<file path="src/rtl/manch_pkg.sv">
// Shared Manchester definitions for the RFID receive demodulator and the
// transmit-side encoder: default bit timing, bit encoding and FSM states.
package manch_pkg;

    localparam int ETU_CYC_DEF = 16;
    localparam int TOL_DEF     = 4;

    // Logic 1 is high-then-low (falling mid-bit edge), logic 0 is low-then-high.
    localparam logic BIT_ON_FALL = 1'b1;
    localparam logic BIT_ON_RISE = 1'b0;

    typedef enum logic [1:0] {
        IDLE = 2'd0,
        SOF  = 2'd1,
        DATA = 2'd2,
        ERR  = 2'd3
    } state_t;

    // Inclusive window test on a cycle distance.
    function automatic logic in_window(input int val, input int lo, input int hi);
        return (val >= lo) && (val <= hi);
    endfunction

endpackage

</file>
<file path="src/rtl/manch_demod_if.sv">
// Line input and decoded-word outputs of the Manchester demodulator.
// master = the side driving the line (framing/test side), slave = the decoder.
interface manch_demod_if #(
    parameter int DW = 8
);
    logic          in_enable;
    logic          in_data;
    logic [DW-1:0] out_data;
    logic          out_valid;
    logic          out_eof;
    logic          out_err;
    logic          out_busy;

    modport master (
        output in_enable, in_data,
        input  out_data, out_valid, out_eof, out_err, out_busy
    );

    modport slave (
        input  in_enable, in_data,
        output out_data, out_valid, out_eof, out_err, out_busy
    );
endinterface

</file>
<file path="src/rtl/manch_sync_edge.sv">
// Two-flop synchronizer for the asynchronous Manchester line, followed by a
// registered level and registered rise/fall pulses. A line change first
// sampled at edge t shows up on level/rise/fall at edge t+2.
module manch_sync_edge (
    input  logic clk,
    input  logic rst_n,
    input  logic din,
    output logic level,
    output logic rise,
    output logic fall
);
    logic sync_p0, sync_p1;
    logic lvl_p2, rise_p2, fall_p2;

    // Synchronize the line, then register its level and edge pulses together.
    always_ff @(posedge clk) begin
        if (!rst_n) begin
            sync_p0 <= 1'b0;
            sync_p1 <= 1'b0;
            lvl_p2  <= 1'b0;
            rise_p2 <= 1'b0;
            fall_p2 <= 1'b0;
        end else begin
            // p0 -> p1: metastability filter
            sync_p0 <= din;
            sync_p1 <= sync_p0;
            // p1 -> p2: level and edges aligned in time
            lvl_p2  <= sync_p1;
            rise_p2 <= sync_p1 & ~lvl_p2;
            fall_p2 <= ~sync_p1 & lvl_p2;
        end
    end

    assign level = lvl_p2;
    assign rise  = rise_p2;
    assign fall  = fall_p2;

endmodule

</file>
<file path="src/rtl/manch_demod.sv">
// Manchester decoder: tracks mid-bit transitions against the nominal ETU
// with a +/-TOL window, assembles bits LSB-first into DW-bit words and
// reports word-valid, clean end-of-frame and coding-error pulses.
module manch_demod
    import manch_pkg::*;
#(
    parameter int ETU_CYC = ETU_CYC_DEF,
    parameter int TOL     = TOL_DEF,
    parameter int DW      = 8
) (
    input logic          clk,
    input logic          in_rst_n,
    manch_demod_if.slave bus
);
    localparam int CW      = $clog2(2 * ETU_CYC + 1);
    localparam int BW      = (DW > 1) ? $clog2(DW) : 1;
    localparam int HALF_LO = ETU_CYC / 2 - TOL;
    localparam int HALF_HI = ETU_CYC / 2 + TOL;
    localparam int MID_LO  = ETU_CYC - TOL;
    localparam int MID_HI  = ETU_CYC + TOL;
    localparam int TIMEOUT = ETU_CYC + TOL + 1;
    localparam int LOW_RUN = 2 * ETU_CYC;

    localparam logic [CW-1:0] CNT_MAX  = CW'(2 * ETU_CYC);
    localparam logic [BW-1:0] BIT_LAST = BW'(DW - 1);

    logic clr_n;
    logic line_lvl, line_rise, line_fall, line_edge;

    state_t        state_q, state_d;
    logic [CW-1:0] cnt_q, cnt_d, cnt_inc;
    logic [BW-1:0] bitcnt_q, bitcnt_d;
    logic [DW-1:0] shreg_q, shreg_d, word;
    logic [DW-1:0] data_q, data_d;
    logic          got_q, got_d;
    logic          valid_q, valid_d;
    logic          eof_q, eof_d;
    logic          err_q, err_d;
    logic          new_bit;
    int            elapsed;

    // Soft clear and reset both flush the synchronizer and the control state.
    assign clr_n = in_rst_n & bus.in_enable;

    manch_sync_edge u_sync (
        .clk   (clk),
        .rst_n (clr_n),
        .din   (bus.in_data),
        .level (line_lvl),
        .rise  (line_rise),
        .fall  (line_fall)
    );

    assign line_edge = line_rise | line_fall;

    // cnt is zeroed on the accepted edge, so the distance seen this cycle is cnt+1.
    assign cnt_inc = (cnt_q == CNT_MAX) ? cnt_q : cnt_q + CW'(1);
    assign elapsed = int'(cnt_q) + 1;

    // Next-state, counters, bit assembly and output pulses.
    always_comb begin
        state_d  = state_q;
        cnt_d    = cnt_inc;
        bitcnt_d = bitcnt_q;
        shreg_d  = shreg_q;
        data_d   = data_q;
        got_d    = got_q;
        valid_d  = 1'b0;
        eof_d    = 1'b0;
        err_d    = 1'b0;
        word     = shreg_q;
        new_bit  = line_fall ? BIT_ON_FALL : BIT_ON_RISE;

        case (state_q)
            IDLE: begin
                cnt_d = '0;
                if (line_rise) begin
                    state_d  = SOF;
                    bitcnt_d = '0;
                    got_d    = 1'b0;
                end
            end

            SOF: begin
                if (line_fall && in_window(elapsed, HALF_LO, HALF_HI)) begin
                    state_d  = DATA;
                    cnt_d    = '0;
                    bitcnt_d = '0;
                end else if (line_edge || elapsed > HALF_HI) begin
                    state_d = ERR;
                    cnt_d   = '0;
                    err_d   = 1'b1;
                end
            end

            DATA: begin
                if (line_edge) begin
                    // Where the two windows touch, the mid-bit interpretation wins
                    // so that a mid edge arriving TOL early is still decoded.
                    if (in_window(elapsed, MID_LO, MID_HI)) begin
                        word[bitcnt_q] = new_bit;
                        shreg_d        = word;
                        cnt_d          = '0;
                        if (bitcnt_q == BIT_LAST) begin
                            bitcnt_d = '0;
                            data_d   = word;
                            valid_d  = 1'b1;
                            got_d    = 1'b1;
                        end else begin
                            bitcnt_d = bitcnt_q + BW'(1);
                        end
                    end else if (!in_window(elapsed, HALF_LO, HALF_HI)) begin
                        state_d = ERR;
                        cnt_d   = '0;
                        err_d   = 1'b1;
                    end
                end else if (elapsed >= TIMEOUT) begin
                    if (!line_lvl && bitcnt_q == '0 && got_q) begin
                        state_d = IDLE;
                        cnt_d   = '0;
                        eof_d   = 1'b1;
                    end else begin
                        state_d = ERR;
                        cnt_d   = '0;
                        err_d   = 1'b1;
                    end
                end
            end

            ERR: begin
                // In ERR, cnt measures the current unbroken run of low line samples.
                if (line_lvl) begin
                    cnt_d = '0;
                end else if (elapsed >= LOW_RUN) begin
                    state_d = IDLE;
                    cnt_d   = '0;
                end
            end

            default: begin
                state_d = IDLE;
                cnt_d   = '0;
            end
        endcase
    end

    // Control state and output pulses; cleared by reset or soft clear.
    always_ff @(posedge clk) begin
        if (!clr_n) begin
            state_q  <= IDLE;
            cnt_q    <= '0;
            bitcnt_q <= '0;
            got_q    <= 1'b0;
            valid_q  <= 1'b0;
            eof_q    <= 1'b0;
            err_q    <= 1'b0;
        end else begin
            state_q  <= state_d;
            cnt_q    <= cnt_d;
            bitcnt_q <= bitcnt_d;
            got_q    <= got_d;
            valid_q  <= valid_d;
            eof_q    <= eof_d;
            err_q    <= err_d;
        end
    end

    // Partial-word shift register; every position is written before it is delivered.
    always_ff @(posedge clk) begin
        shreg_q <= shreg_d;
    end

    // Delivered word: zeroed by reset, held across soft clear.
    always_ff @(posedge clk) begin
        if (!in_rst_n) begin
            data_q <= '0;
        end else if (bus.in_enable) begin
            data_q <= data_d;
        end
    end

    assign bus.out_data  = data_q;
    assign bus.out_valid = valid_q;
    assign bus.out_eof   = eof_q;
    assign bus.out_err   = err_q;
    assign bus.out_busy  = (state_q != IDLE);

endmodule
</file>
<file path="src/flat_wrapper.sv">
// flat-port wrapper written by rule: the top's interface ports become plain ports
module manch_demod_flat import manch_pkg::*;
#(
    parameter int ETU_CYC = ETU_CYC_DEF,
    parameter int TOL     = TOL_DEF,
    parameter int DW      = 8
)
  (clk, in_rst_n, bus_in_enable, bus_in_data, bus_out_data, bus_out_valid, bus_out_eof, bus_out_err, bus_out_busy);
  manch_demod_if #(.DW(DW)) bus_i ();
  input logic clk;
  input logic in_rst_n;
  input wire logic [$bits(bus_i.in_enable)-1:0] bus_in_enable;
  input wire logic [$bits(bus_i.in_data)-1:0] bus_in_data;
  output wire logic [$bits(bus_i.out_data)-1:0] bus_out_data;
  output wire logic [$bits(bus_i.out_valid)-1:0] bus_out_valid;
  output wire logic [$bits(bus_i.out_eof)-1:0] bus_out_eof;
  output wire logic [$bits(bus_i.out_err)-1:0] bus_out_err;
  output wire logic [$bits(bus_i.out_busy)-1:0] bus_out_busy;
  assign bus_i.in_enable = bus_in_enable;
  assign bus_i.in_data = bus_in_data;
  assign bus_out_data = bus_i.out_data;
  assign bus_out_valid = bus_i.out_valid;
  assign bus_out_eof = bus_i.out_eof;
  assign bus_out_err = bus_i.out_err;
  assign bus_out_busy = bus_i.out_busy;
  manch_demod #(.ETU_CYC(ETU_CYC), .TOL(TOL), .DW(DW)) u_core (.clk(clk), .in_rst_n(in_rst_n), .bus(bus_i));
endmodule
</file>
<file path="config.mk">
export PLATFORM = sky130hd
export DESIGN_NAME = manch_demod_flat
export DESIGN_NICKNAME = d
export VERILOG_FILES = /design/src/rtl/manch_pkg.sv /design/src/rtl/manch_demod_if.sv /design/src/rtl/manch_sync_edge.sv /design/src/rtl/manch_demod.sv /design/src/flat_wrapper.sv
export SDC_FILE = /design/constraint.sdc
export NUM_CORES = 1
export LEC_CHECK = 0
export ABC_AREA = 1
export CORE_UTILIZATION = 45
export DETAILED_ROUTE_END_ITERATION = 8
export PLACE_DENSITY = 0.7
export SKIP_LAST_GASP = 1
export SLEW_MARGIN = 20
export SYNTH_ARGS = -nofsm -noshare
export SYNTH_HDL_FRONTEND = slang
export SYNTH_SLANG_ARGS = --single-unit
</file>
<file path="constraint.sdc">
create_clock -name clk -period 2.27 [get_ports clk]
set_input_delay 0.227 -clock clk [delete_from_list [all_inputs] [get_ports clk]]
set_output_delay 0.227 -clock clk [all_outputs]
set_load 0.02 [all_outputs]
</file>
==> out/qor.log, run 1 <==
INFO  setup_path     setup.worst_path.end_class=flop
INFO  yosys          post_synth_xor_area_fraction=0.442%
INFO  cts            clk_latency=300ps
INFO  global_routing antenna_found_initial=0
INFO  setup_path     r2r_start=u_core.cnt_q[0]
INFO  setup_path     crit_type=flop to flop
INFO  sta            slew_violations=0
INFO  setup_path     crit_required=2460ps
INFO  finish         layout_commonest_cell=nor2_1
INFO  sta            tns_setup=0ps
INFO  pwr            worst_ir_drop_vdd=328uV
INFO  finish         number_of_nets_in_the_layout=288
INFO  global_routing grt_usage=19.0%
INFO  setup_path     timing.critical_path.from_type=flop
INFO  sta            finalWorstPathRequiredPeriod=2050ps
INFO  sta            fin_worst_skew=6.74ps
INFO  routing        viasPerCell=4.98
INFO  setup_path     timing.critical_path.slowest_cell_delay=420ps
INFO  routing        wl_per_cell=12.0um
INFO  global_routing grt_max_degree=12
INFO  cts            tritoncts_num_sinks=36
INFO  setup_path     rr_endpoint=u_core.bus.out_data[4]
INFO  yosys          ys_dominant_reg_cell=dfxtp_1
INFO  floorplanning  chipWidth=68.4um
INFO  floorplanning  die_area=4680um^2
INFO  routing        drc_marker_count_from_the_first_detailed_route_iteration=69
INFO  setup_path     cp.arrival=2250ps
INFO  setup_path     ff2ff_path_depth=12
INFO  yosys          synthesized_flop_and_latch_total=36
INFO  yosys          synth.net_count=267
INFO  pwr            p_leak=0.000919uW
INFO  floorplanning  num_rows=23
INFO  yosys          postSynthCellCount=251
INFO  setup_path     worst_path_max_delay_cell=dfxtp_1
INFO  yosys          largest_family_of_logic_cells_by_synthesized_area=simple AND/OR/NAND/NOR gates
INFO  outcome        run_status=complete, no violations
INFO  yosys          synth-seq-area-share=40.4%
INFO  finish         end_of_flow_core_utilization=55.9%
INFO  cts            cts.reportedPaths.clkPinSlew=70ps
INFO  floorplanning  start_util=48.2%
INFO  yosys          share_of_flip_flops_with_an_asynchronous_set_or_reset_after_synthesis=0%
INFO  pwr            power.density_cell_area=547nW/um^2
INFO  yosys          yosys_synthesis_warning_count=0
INFO  placed_design  dp.cells=315
INFO  yosys          synth-compound-area-share=9.78%
INFO  global_routing number_of_global_route_vias_before_repair=1,394
INFO  floorplanning  fp.dieH=68.4um
INFO  yosys          post_synth_and_or_nand_nor_area_fraction=33.9%
INFO  routing        post-route-drc-count=0
INFO  yosys          synth-adder-area-share=7.57%
INFO  placed_design  placement.io_buffers=15
INFO  placed_design  place.detailed.hpwl=2930um
INFO  setup_path     ff2ff_setup_slack=220ps
INFO  floorplanning  fp.coreArea=4120um^2
INFO  sta            worst_hold_slack=417ps
INFO  setup_path     crit_chain=ha_2 -> nor2_1 -> nor2_4 -> nand3_1 -> nor2_2 -> nand3_1 -> nand2_2 -> nand3_2 -> inv_2 -> nand3_4 -> o21ai_0 -> nor2_1
INFO  cts            htree_levels=2
INFO  cts            cts.path.max_buffers=2
INFO  sta            final_period_utilization=90.5%
INFO  hold_path      hp-class=flop to flop
INFO  finish         layoutNonFillerInstCount=323
INFO  job            timing.max_cap.violations=0
INFO  cts            clockRootBuffer=clkbuf_8
INFO  setup_path     cp-endpoint=u_core.bus.out_data[4]
INFO  global_routing grt_overflow_total=0
INFO  placed_design  place_worst_setup_slack=180ps
INFO  cts            tritoncts_clock_tree=built
INFO  sta            unrepaired_setup_endpoints_after_global_routing=no
INFO  placed_design  place_congestion=0.864
INFO  cts            cts_buffer_count=5
INFO  finish         insertedDiodeCount=0
INFO  finish         share_of_post_route_cells_with_drive_strength_above_1=16.8%
INFO  yosys          synth.mux.area_fraction=0%
INFO  yosys          synthesis.area=1980um^2
INFO  sta            fmax=0.487GHz
INFO  global_routing wire_length_of_the_first_global_routing_pass=6320um
INFO  yosys          yosys.cell_types.count=34
INFO  yosys          syn-mean-instance-area=7.90um^2
INFO  finish         layout-area-overhead-vs-synth=16.0%
INFO  routing        detailedRoute.firstPassIterationCount=4
INFO  routing        detailroute.via_count=1,609
INFO  sta            report.final.hold_viol_count=0
INFO  routing        drt_wl_total=3880um
INFO  finish         final_cell_mix=nor2_1 (37), dfxtp_1 (28), inv_1 (27), nand2_1 (27), nand3_1 (25)
INFO  sta            worst_slack=215ps
INFO  sta            setup_viol=0
INFO  setup_path     startpoint=u_core.cnt_q[0]
INFO  setup_path     critical_path_maximum_fanout=9
INFO  routing        final_antenna_net_count=0
INFO  yosys          synth_enable_flop_cells=8
INFO  floorplanning  pin_count=16
==> through the flow <==
stage | power, uW | area [um^2]
floorplan | 698 | 1980
detailed placement | 711 | 2190
global placement | 711 | 2190
finish | 1260 | 2300
global route | 1300 | 2300
CTS | 1270 | 2300
==> critical path, delay by kind of cell, from the launching register on <==
family | cells | cell delay (ps)
compound gates | 1 | 210
flops | 1 | 420
fa+ha+maj | 1 | 250
buf+inv | 1 | 150
simple gates | 9 | 920
==> state kept, by name, summed over array words and instances (netlist names) <==
signal / count
u_core.state_q: 2
u_core.bus.out_eof: 1
u_core.u_sync.rise: 1
u_core.u_sync.sync_p0: 1
u_core.bus.out_err: 1
u_core.cnt_q: 6
u_core.u_sync.level: 1
u_core.bitcnt_q: 3
u_core.u_sync.sync_p1: 1
u_core.u_sync.fall: 1
u_core.got_q: 1
u_core.bus.out_valid: 1
u_core.bus.out_data: 8
u_core.shreg_q: 8
==> cell type report <==
cell class,instances,area [um^2]
repair buffers,17,165
flip-flops and latches,36,801
clock buffers,6,72.6
inverters,34,133
multi-input cells,178,1030
clock inverters,2,35.0
fillers,366,1810
well taps,50,62.6
==> cells in the mapped netlist (2+ instances only) <==
cell / n / area, um^2
o21ai_0: 18 / 90.1
nand4_1: 7 / 43.8
nor3_1: 4 / 20.0
edfxtp_1: 8 / 240
a31oi_1: 3 / 18.8
nand2_2: 12 / 75.1
nor2_2: 6 / 37.5
nor2_4: 4 / 45.0
dfxtp_1: 28 / 561
inv_2: 5 / 18.8
a21oi_1: 7 / 35.0
o21ai_1: 2 / 10.0
nand2_4: 2 / 22.5
nand2_1: 27 / 101
nand3_2: 2 / 20.0
nor2_1: 37 / 139
nand3_1: 25 / 125
ha_1: 12 / 150
inv_1: 27 / 101
==> cell families (layout without fill, tap and decap cells) <==
group           count (synthesis)  after routing
xor+xnor                        1              1
simple gates                  130            130
buf+inv                        37             59
flops                          36             36
compound gates                 34             34
other cells                     1              1
fa+ha+maj                      12             12
==> power by group <==
part           leakage (uW)  switching (uW)  internal (uW)
registers          0.000298            1.89            653
clock network     0.0000552             237            326
logic              0.000566            26.2           15.2
==> metal layers <==
layer	vias to the layer above	global-route usage (%)	part of all wire [%]
met5	-	0	0
met4	0	10.2	1.6
met3	5	4.33	4.7
met2	27	26.7	41
met1	712	26.6	53
li1	865	-	-
==> worst min path at each step <==
stage | start | endpoint | slack, ps | depth (start not counted)
after global placement | u_core.u_sync.sync_p0 | u_core.u_sync.sync_p1 | 400 | 2
after floorplan | bus_in_data | u_core.u_sync.sync_p0 | 340 | 2
after detailed placement | u_core.u_sync.sync_p0 | u_core.u_sync.sync_p1 | 400 | 2
after CTS | u_core.u_sync.sync_p0 | u_core.u_sync.sync_p1 | 410 | 2
after global routing | u_core.u_sync.sync_p0 | u_core.u_sync.sync_p1 | 450 | 2
final | u_core.u_sync.sync_p0 | u_core.u_sync.sync_p1 | 420 | 2
==> what timing repair did <==
action / CTS / global route
gates resized for setup: 0 / 1
hold endpoints to repair: 0 / 0
hold buffers: 0 / 0
setup endpoints to repair: 0 / 3
setup buffers: 0 / 0
(Power assumes the default switching activity.)
==> run 2, diff against run 1 <==
--- a/config.mk
+++ b/config.mk
@@ -6,9 +6,11 @@
 export NUM_CORES = 1
 export LEC_CHECK = 0
 export ABC_AREA = 1
+export CORE_MARGIN = 2
 export CORE_UTILIZATION = 45
 export DETAILED_ROUTE_END_ITERATION = 8
 export PLACE_DENSITY = 0.7
+export RECOVER_POWER = 25
 export SKIP_LAST_GASP = 1
 export SLEW_MARGIN = 20
 export SYNTH_ARGS = -nofsm -noshare
==> run 2 against run 1 <==
First-iteration DRC count rose by 110%. Worst hold slack got worse by 4.5 ps. Routed wire length fell by 1.7%. Largest cell class unchanged. Highest routed layer unchanged.
==> out/qor.log, run 2 (synthesized netlist as in run 1, its figures left out) <==
INFO  job            timing.max_cap.violations=0 [unchanged]
INFO  hold_path      hp-class=flop to flop
INFO  hold_path      timing.hold.worst.start=u_core.u_sync.sync_p0
INFO  outcome        run_status=complete, no violations
INFO  setup_path     crit_required=2040ps [-420 ps]
INFO  cts            clockRootBuffer=clkbuf_8
INFO  pwr            seq_pwr_share=55.8% [+3.8 points]
INFO  finish         number_of_nets_in_the_layout=288 [unchanged]
INFO  cts            cts.path.max_buffers=2 [unchanged]
INFO  setup_path     setup.worst_path.end_class=output port
INFO  pwr            combinationalPowerShare=3.4% [about the same]
INFO  floorplanning  fp.dieH=70.4um [+2.9%]
INFO  placed_design  place_congestion=0.855 [-1.0%]
INFO  finish         layout.filler_cells=400 [+9.3%]
INFO  routing        wl_per_cell=11.7um [-2.3%]
INFO  floorplanning  fp.coreArea=4290um^2 [+4.3%]
INFO  finish         insertedDiodeCount=0 [unchanged]
INFO  pwr            net-switching-power=259uW [-2.2%]
INFO  routing        detailroute.via_count=1,629 [+1.2%]
INFO  global_routing number_of_global_route_vias_before_repair=1,503 [+7.8%]
INFO  setup_path     cp.arrival=1800ps [-450 ps]
INFO  global_routing grt_overflow_total=0 [unchanged]
INFO  cts            tritoncts_clock_tree=built
INFO  cts            htree_levels=2 [unchanged]
INFO  global_routing grt_usage=16.8% [-2.2 points]
INFO  finish         layout-area-overhead-vs-synth=15.5%
INFO  cts            holdBufCountCts=0 [unchanged]
INFO  routing        detailedRoute.firstPassIterationCount=4 [unchanged]
INFO  sta            unrepaired_setup_endpoints_after_global_routing=no
INFO  routing        viasPerCell=5.01 [+0.62%]
INFO  floorplanning  die_area=4950um^2 [+5.9%]
INFO  hold_path      min_path_cells=2 [unchanged]
INFO  finish         layout_commonest_cell=nor2_1
INFO  pwr            power_switching_share=22.1% [+1.0 points]
INFO  setup_path     timing.critical_path.from_type=flop
INFO  floorplanning  start_util=46.2% [-2.0 points]
INFO  placed_design  placement.io_buffers=15 [unchanged]
INFO  finish         final_cell_mix=nor2_1 (37), dfxtp_1 (28), inv_1 (27), nand2_1 (27), nand3_1 (25)
INFO  global_routing antenna_found_initial=0 [unchanged]
INFO  floorplanning  chipWidth=70.4um [+2.9%]
INFO  pwr            p_leak=0.000911uW [-0.85%]
INFO  pwr            p_total=1170uW [-6.8%]
INFO  sta            report.final.hold_viol_count=0 [unchanged]
INFO  setup_path     startpoint=u_core.state_q[1]
INFO  sta            slew_violations=0 [unchanged]
INFO  global_routing wire_length_of_the_first_global_routing_pass=6620um [+4.7%]
INFO  setup_path     rr_endpoint=u_core.bus.out_data[2]
INFO  placed_design  place.detailed.hpwl=2930um [+0.18%]
INFO  routing        final_antenna_net_count=0 [unchanged]
INFO  global_routing grt_max_degree=12 [unchanged]
INFO  routing        drc_marker_count_from_the_first_detailed_route_iteration=145 [+110%]
INFO  cts            cts.reportedPaths.clkPinSlew=80ps [about the same]
INFO  sta            tns_setup=0ps [unchanged]
INFO  hold_path      timing.hold.worst_endpoint=u_core.u_sync.sync_p1
INFO  sta            finalWorstPathRequiredPeriod=2020ps [-32.4 ps]
INFO  finish         share_of_post_route_cells_with_drive_strength_above_1=16.5% [-0.37 points]
INFO  floorplanning  pin_count=16 [unchanged]
INFO  cts            tritoncts_num_sinks=36 [unchanged]
INFO  setup_path     r2r_start=u_core.cnt_q[0]
INFO  pwr            power.share.clock=40.8% [-3.9 points]
INFO  pwr            cell_internal_pwr=915uW [-8.0%]
INFO  routing        post-route-drc-count=0 [unchanged]
INFO  sta            final_period_utilization=89.1% [-1.4 points]
INFO  setup_path     ff2ff_setup_slack=250ps [+30 ps]
INFO  cts            cts_setup_buffers=0 [unchanged]
INFO  sta            setup_viol=0 [unchanged]
INFO  setup_path     crit_type=flop to output port
INFO  cts            clk_latency=290ps [about the same]
INFO  setup_path     ff2ff_path_depth=13 [+1]
INFO  cts            cts_buffer_count=5 [unchanged]
INFO  sta            fin_worst_skew=10.3ps [+3.55 ps]
INFO  pwr            worst_ir_drop_vdd=319uV [-2.8%]
INFO  floorplanning  num_rows=24 [+4.3%]
INFO  routing        drt_wl_total=3810um [-1.7%]
INFO  cts            postCtsResizedCells=0 [unchanged]
INFO  setup_path     critical_path_maximum_fanout=5 [-4]
INFO  pwr            power.density_cell_area=513nW/um^2 [-6.3%]
INFO  sta            fmax=0.494GHz [+1.6%]
run 2: layer usage:
layer / wire (um) / track usage [%] / part of all wire [%] / vias to the layer above
li1: - / - / - / 861
met1: 1800 / 22.3 / 47 / 729
met2: 1790 / 26.5 / 47 / 33
met3: 157 / 4.62 / 4.1 / 6
met4: 59 / 5.56 / 1.5 / 0
met5: 0 / 0 / 0 / -
run 2: how the worst max path moves through the flow:
stage and endpoint:
2_1_floorplan u_core.bus.out_data[0], 3_3_place_gp u_core.bus.out_data[2], 3_5_place_dp u_core.bus.out_data[2], 4_1_cts u_core.bus.out_data[2], 5_1_grt u_core.bus.out_data[2], 6_report bus_out_busy
run 2: final cells by class:
class                           instances  area [um^2]  area share [%]
Clock buffer                            7         86.3            3.77
Clock inverter                          1         7.51           0.328
Inverter                               34          135            5.90
Multi-Input combinational cell        178         1030            45.0
Sequential cell                        36          801            35.0
Tap cell                               52         65.1            2.84
Timing Repair Buffer                   17          165            7.21
run 2: per-stage QoR:
stage          cell area [um^2]  setup WS, ps  util [%]  hold WS (ps)  std cells
2_1_floorplan              1980           369         -           339        251
3_3_place_gp               2190           248      51.1           395        317
3_5_place_dp               2190           207      51.1           400        317
4_1_cts                    2290           177      53.3           412        325
5_1_grt                    2290          7.10      53.3           416        325
6_report                   2290           248      53.3           412        325
run 2: critical path, cell delays in order, from the launching register on:
cell and delay, ps:
dfxtp_1 420, inv_1 110, ha_1 240, inv_1 130, clkdlybuf4s50_1 620
run 2: power groups by stage:
stage	registers, uW	logic [uW]	clock network [uW]
after floorplan	670	28.8	0
after global placement	670	40.7	0
after detailed placement	670	40.2	0
after CTS	655	40.5	491
after global routing	655	45.6	521
final	655	40.2	479
==> run 3, diff against run 2 <==
--- a/config.mk
+++ b/config.mk
@@ -7,9 +7,9 @@
 export LEC_CHECK = 0
 export ABC_AREA = 1
 export CORE_MARGIN = 2
-export CORE_UTILIZATION = 45
+export CORE_UTILIZATION = 55
 export DETAILED_ROUTE_END_ITERATION = 8
-export PLACE_DENSITY = 0.7
+export PLACE_DENSITY = 0.82
 export RECOVER_POWER = 25
 export SKIP_LAST_GASP = 1
 export SLEW_MARGIN = 20
==> run 3 against run 2 <==
Cell area decreased by 1.4%. Setup slack lost 50 ps. Cell count is 1.8% lower. Largest power group unchanged. Utilization rose by 13 points. Clock power is 15% lower. Global-route usage grew 5.8 points. Routed wire length up 6.4%. Critical path depth stayed put.
==> out/qor.log, run 3 (synthesized netlist as in run 1, its figures left out) <==
INFO  outcome        run_status=complete, no violations
INFO  setup_path     timing.critical_path.slowest_cell_delay=630ps [about the same]
INFO  cts            htree_levels=2 [unchanged]
INFO  placed_design  placement.io_buffers=15 [unchanged]
INFO  global_routing wire_length_of_the_first_global_routing_pass=7250um [+9.6%]
INFO  cts            cts.reportedPaths.clkPinSlew=110ps [+30 ps]
INFO  finish         share_of_post_route_cells_with_drive_strength_above_1=16.8% [+0.37 points]
INFO  finish         number_of_nets_in_the_layout=288 [unchanged]
INFO  setup_path     timing.critical_path.from_type=flop
INFO  pwr            power.density_cell_area=489nW/um^2 [-4.7%]
INFO  floorplanning  start_util=58.5% [+12 points]
INFO  setup_path     worst_path_max_delay_cell=clkdlybuf4s50_1
INFO  placed_design  place.detailed.hpwl=3060um [+4.2%]
INFO  cts            cts_buffer_count=5 [unchanged]
INFO  global_routing number_of_global_route_vias_before_repair=1,581 [+5.2%]
INFO  hold_path      min_path_cells=3 [+1]
INFO  setup_path     cpLargestDelayFamily=buffers and inverters
INFO  hold_path      hp-class=input port to flop
INFO  cts            holdBufCountCts=0 [unchanged]
INFO  floorplanning  fp.dieH=64.0um [-9.0%]
INFO  finish         layoutNonFillerInstCount=319 [-1.8%]
INFO  sta            report.final.hold_viol_count=0 [unchanged]
INFO  cts            clockRootBuffer=clkbuf_4
INFO  routing        detailedRoute.firstPassIterationCount=5 [+1]
INFO  sta            fmax=0.483GHz [-2.4%]
INFO  pwr            p_leak=0.000908uW [-0.33%]
INFO  routing        drt_wl_total=4050um [+6.4%]
INFO  setup_path     crit_chain=inv_1 -> ha_1 -> inv_1 -> clkdlybuf4s50_1
INFO  routing        post-route-drc-count=0 [unchanged]
INFO  sta            slew_violations=0 [unchanged]
INFO  setup_path     worstPathBufferInverterCount=3 [unchanged]
INFO  sta            unrepaired_setup_endpoints_after_global_routing=no
INFO  hold_path      timing.hold.worst.start=bus_in_data
INFO  routing        wl_per_cell=12.7um [+8.4%]
INFO  finish         insertedDiodeCount=0 [unchanged]
INFO  routing        final_antenna_net_count=0 [unchanged]
INFO  routing        detailroute.via_count=1,713 [+5.2%]
INFO  floorplanning  fp.coreArea=3390um^2 [-21%]
INFO  routing        drc_marker_count_from_the_first_detailed_route_iteration=153 [+5.5%]
INFO  cts            clk_latency=350ps [+60 ps]
INFO  global_routing antenna_found_initial=0 [unchanged]
INFO  setup_path     ff2ff_path_depth=12 [-1]
INFO  sta            worst_slack=198ps [-49.8 ps]
INFO  setup_path     critical_path_maximum_fanout=6 [+1]
INFO  job            timing.max_cap.violations=0 [unchanged]
INFO  pwr            worst_ir_drop_vdd=326uV [+2.3%]
INFO  floorplanning  die_area=4100um^2 [-17%]
INFO  global_routing grt_max_degree=12 [unchanged]
INFO  sta            fin_worst_skew=6.01ps [-4.28 ps]
INFO  setup_path     r2r_start=u_core.cnt_q[1]
INFO  finish         final_cell_mix=nor2_1 (37), inv_1 (27), nand2_1 (27), dfxtp_1 (27), nand3_1 (25)
INFO  setup_path     cp.arrival=1850ps [+50 ps]
INFO  cts            tritoncts_clock_tree=built
INFO  setup_path     critical_path.most_common_cell=inv_1
INFO  cts            cts.path.max_buffers=2 [unchanged]
INFO  sta            final_period_utilization=91.3% [+2.2 points]
INFO  floorplanning  pin_count=16 [unchanged]
INFO  sta            tns_setup=0ps [unchanged]
INFO  sta            finalWorstPathRequiredPeriod=2070ps [+49.8 ps]
INFO  global_routing grt_overflow_total=0 [unchanged]
INFO  routing        viasPerCell=5.37 [+7.1%]
INFO  hold_path      timing.hold.worst_endpoint=u_core.u_sync.sync_p0
INFO  setup_path     crit_type=flop to output port
INFO  setup_path     setup.worst_path.end_class=output port
INFO  cts            tritoncts_num_sinks=36 [unchanged]
INFO  sta            setup_viol=0 [unchanged]
INFO  placed_design  place_worst_setup_slack=150ps [-56.6 ps]
INFO  setup_path     rr_endpoint=u_core.bus.out_data[0]
INFO  finish         layout-area-overhead-vs-synth=13.9%
INFO  placed_design  place_congestion=0.922 [+7.8%]
INFO  global_routing grt_usage=22.6% [+5.8 points]
INFO  finish         layout_commonest_cell=nor2_1
INFO  setup_path     crit_required=2040ps [about the same]
INFO  floorplanning  num_rows=21 [-13%]
INFO  floorplanning  chipWidth=64.0um [-9.0%]
INFO  setup_path     number_of_logic_stages_on_the_critical_path_including_buffering=4 [unchanged]
INFO  setup_path     ff2ff_setup_slack=210ps [-40 ps]
INFO  placed_design  dp.cells=311 [-1.9%]
run 3: layer usage:
layer	vias up	share of wire [%]	GRT usage, %	wire length [um]
li1	870	-	-	-
met1	758	46	32.1	1870
met2	76	44	33.7	1770
met3	9	8.5	5.28	345
met4	0	1.8	7.88	73
met5	-	0	0	0
run 3: worst max-delay path by stage:
stage	start	to	slack, ps
after floorplan	u_core.cnt_q[1]	u_core.bus.out_data[0]	370
after CTS	u_core.cnt_q[1]	u_core.bus.out_data[4]	110
after global placement	u_core.cnt_q[1]	u_core.bus.out_data[0]	230
after global routing	u_core.cnt_q[1]	u_core.bus.out_data[2]	5
final	u_core.state_q[0]	bus_out_busy	200
after detailed placement	u_core.cnt_q[1]	u_core.bus.out_data[5]	150
run 3: power breakdown:
part | switching, uW | internal [uW] | total (uW) | leakage (uW)
Combinational | 26.1 | 15.0 | 41.1 | 0.000569
Sequential | 2.10 | 653 | 655 | 0.000298
Clock | 221 | 187 | 408 | 0.0000404
run 3: layout make-up:
type	instances	area (um^2)
Clock buffer	7	66.3
Inverter	34	133
Timing Repair Buffer	17	165
Fill cell	266	1130
Sequential cell	36	802
Clock inverter	1	5.00
Multi-Input combinational cell	178	1030
Tap cell	46	57.6
run 3: what timing repair did:
item / CTS / global route
gates resized for setup: 0 / 3
setup buffers: 0 / 0
setup endpoints to repair: 0 / 16
run 3: through the flow:
step	util, %	hold slack (ps)	instance area (um^2)	total power (uW)
global route	66.6	396	2260	1150
detailed placement	64.5	401	2190	710
floorplan	-	339	1980	698
finish	66.6	387	2260	1100
CTS	66.6	385	2260	1110
global placement	64.5	394	2190	710
run 3: worst register-to-register path, stage by stage, from the launching register on:
cell	delay (ps)
dfxtp_2	410
ha_1	260
nor2_1	90
nor2_4	170
nand3_1	100
nor2_2	110
nand3_1	90
nand2_2	90
nand3_2	100
inv_2	130
nand3_4	120
o21ai_0	220
nor2_1	60
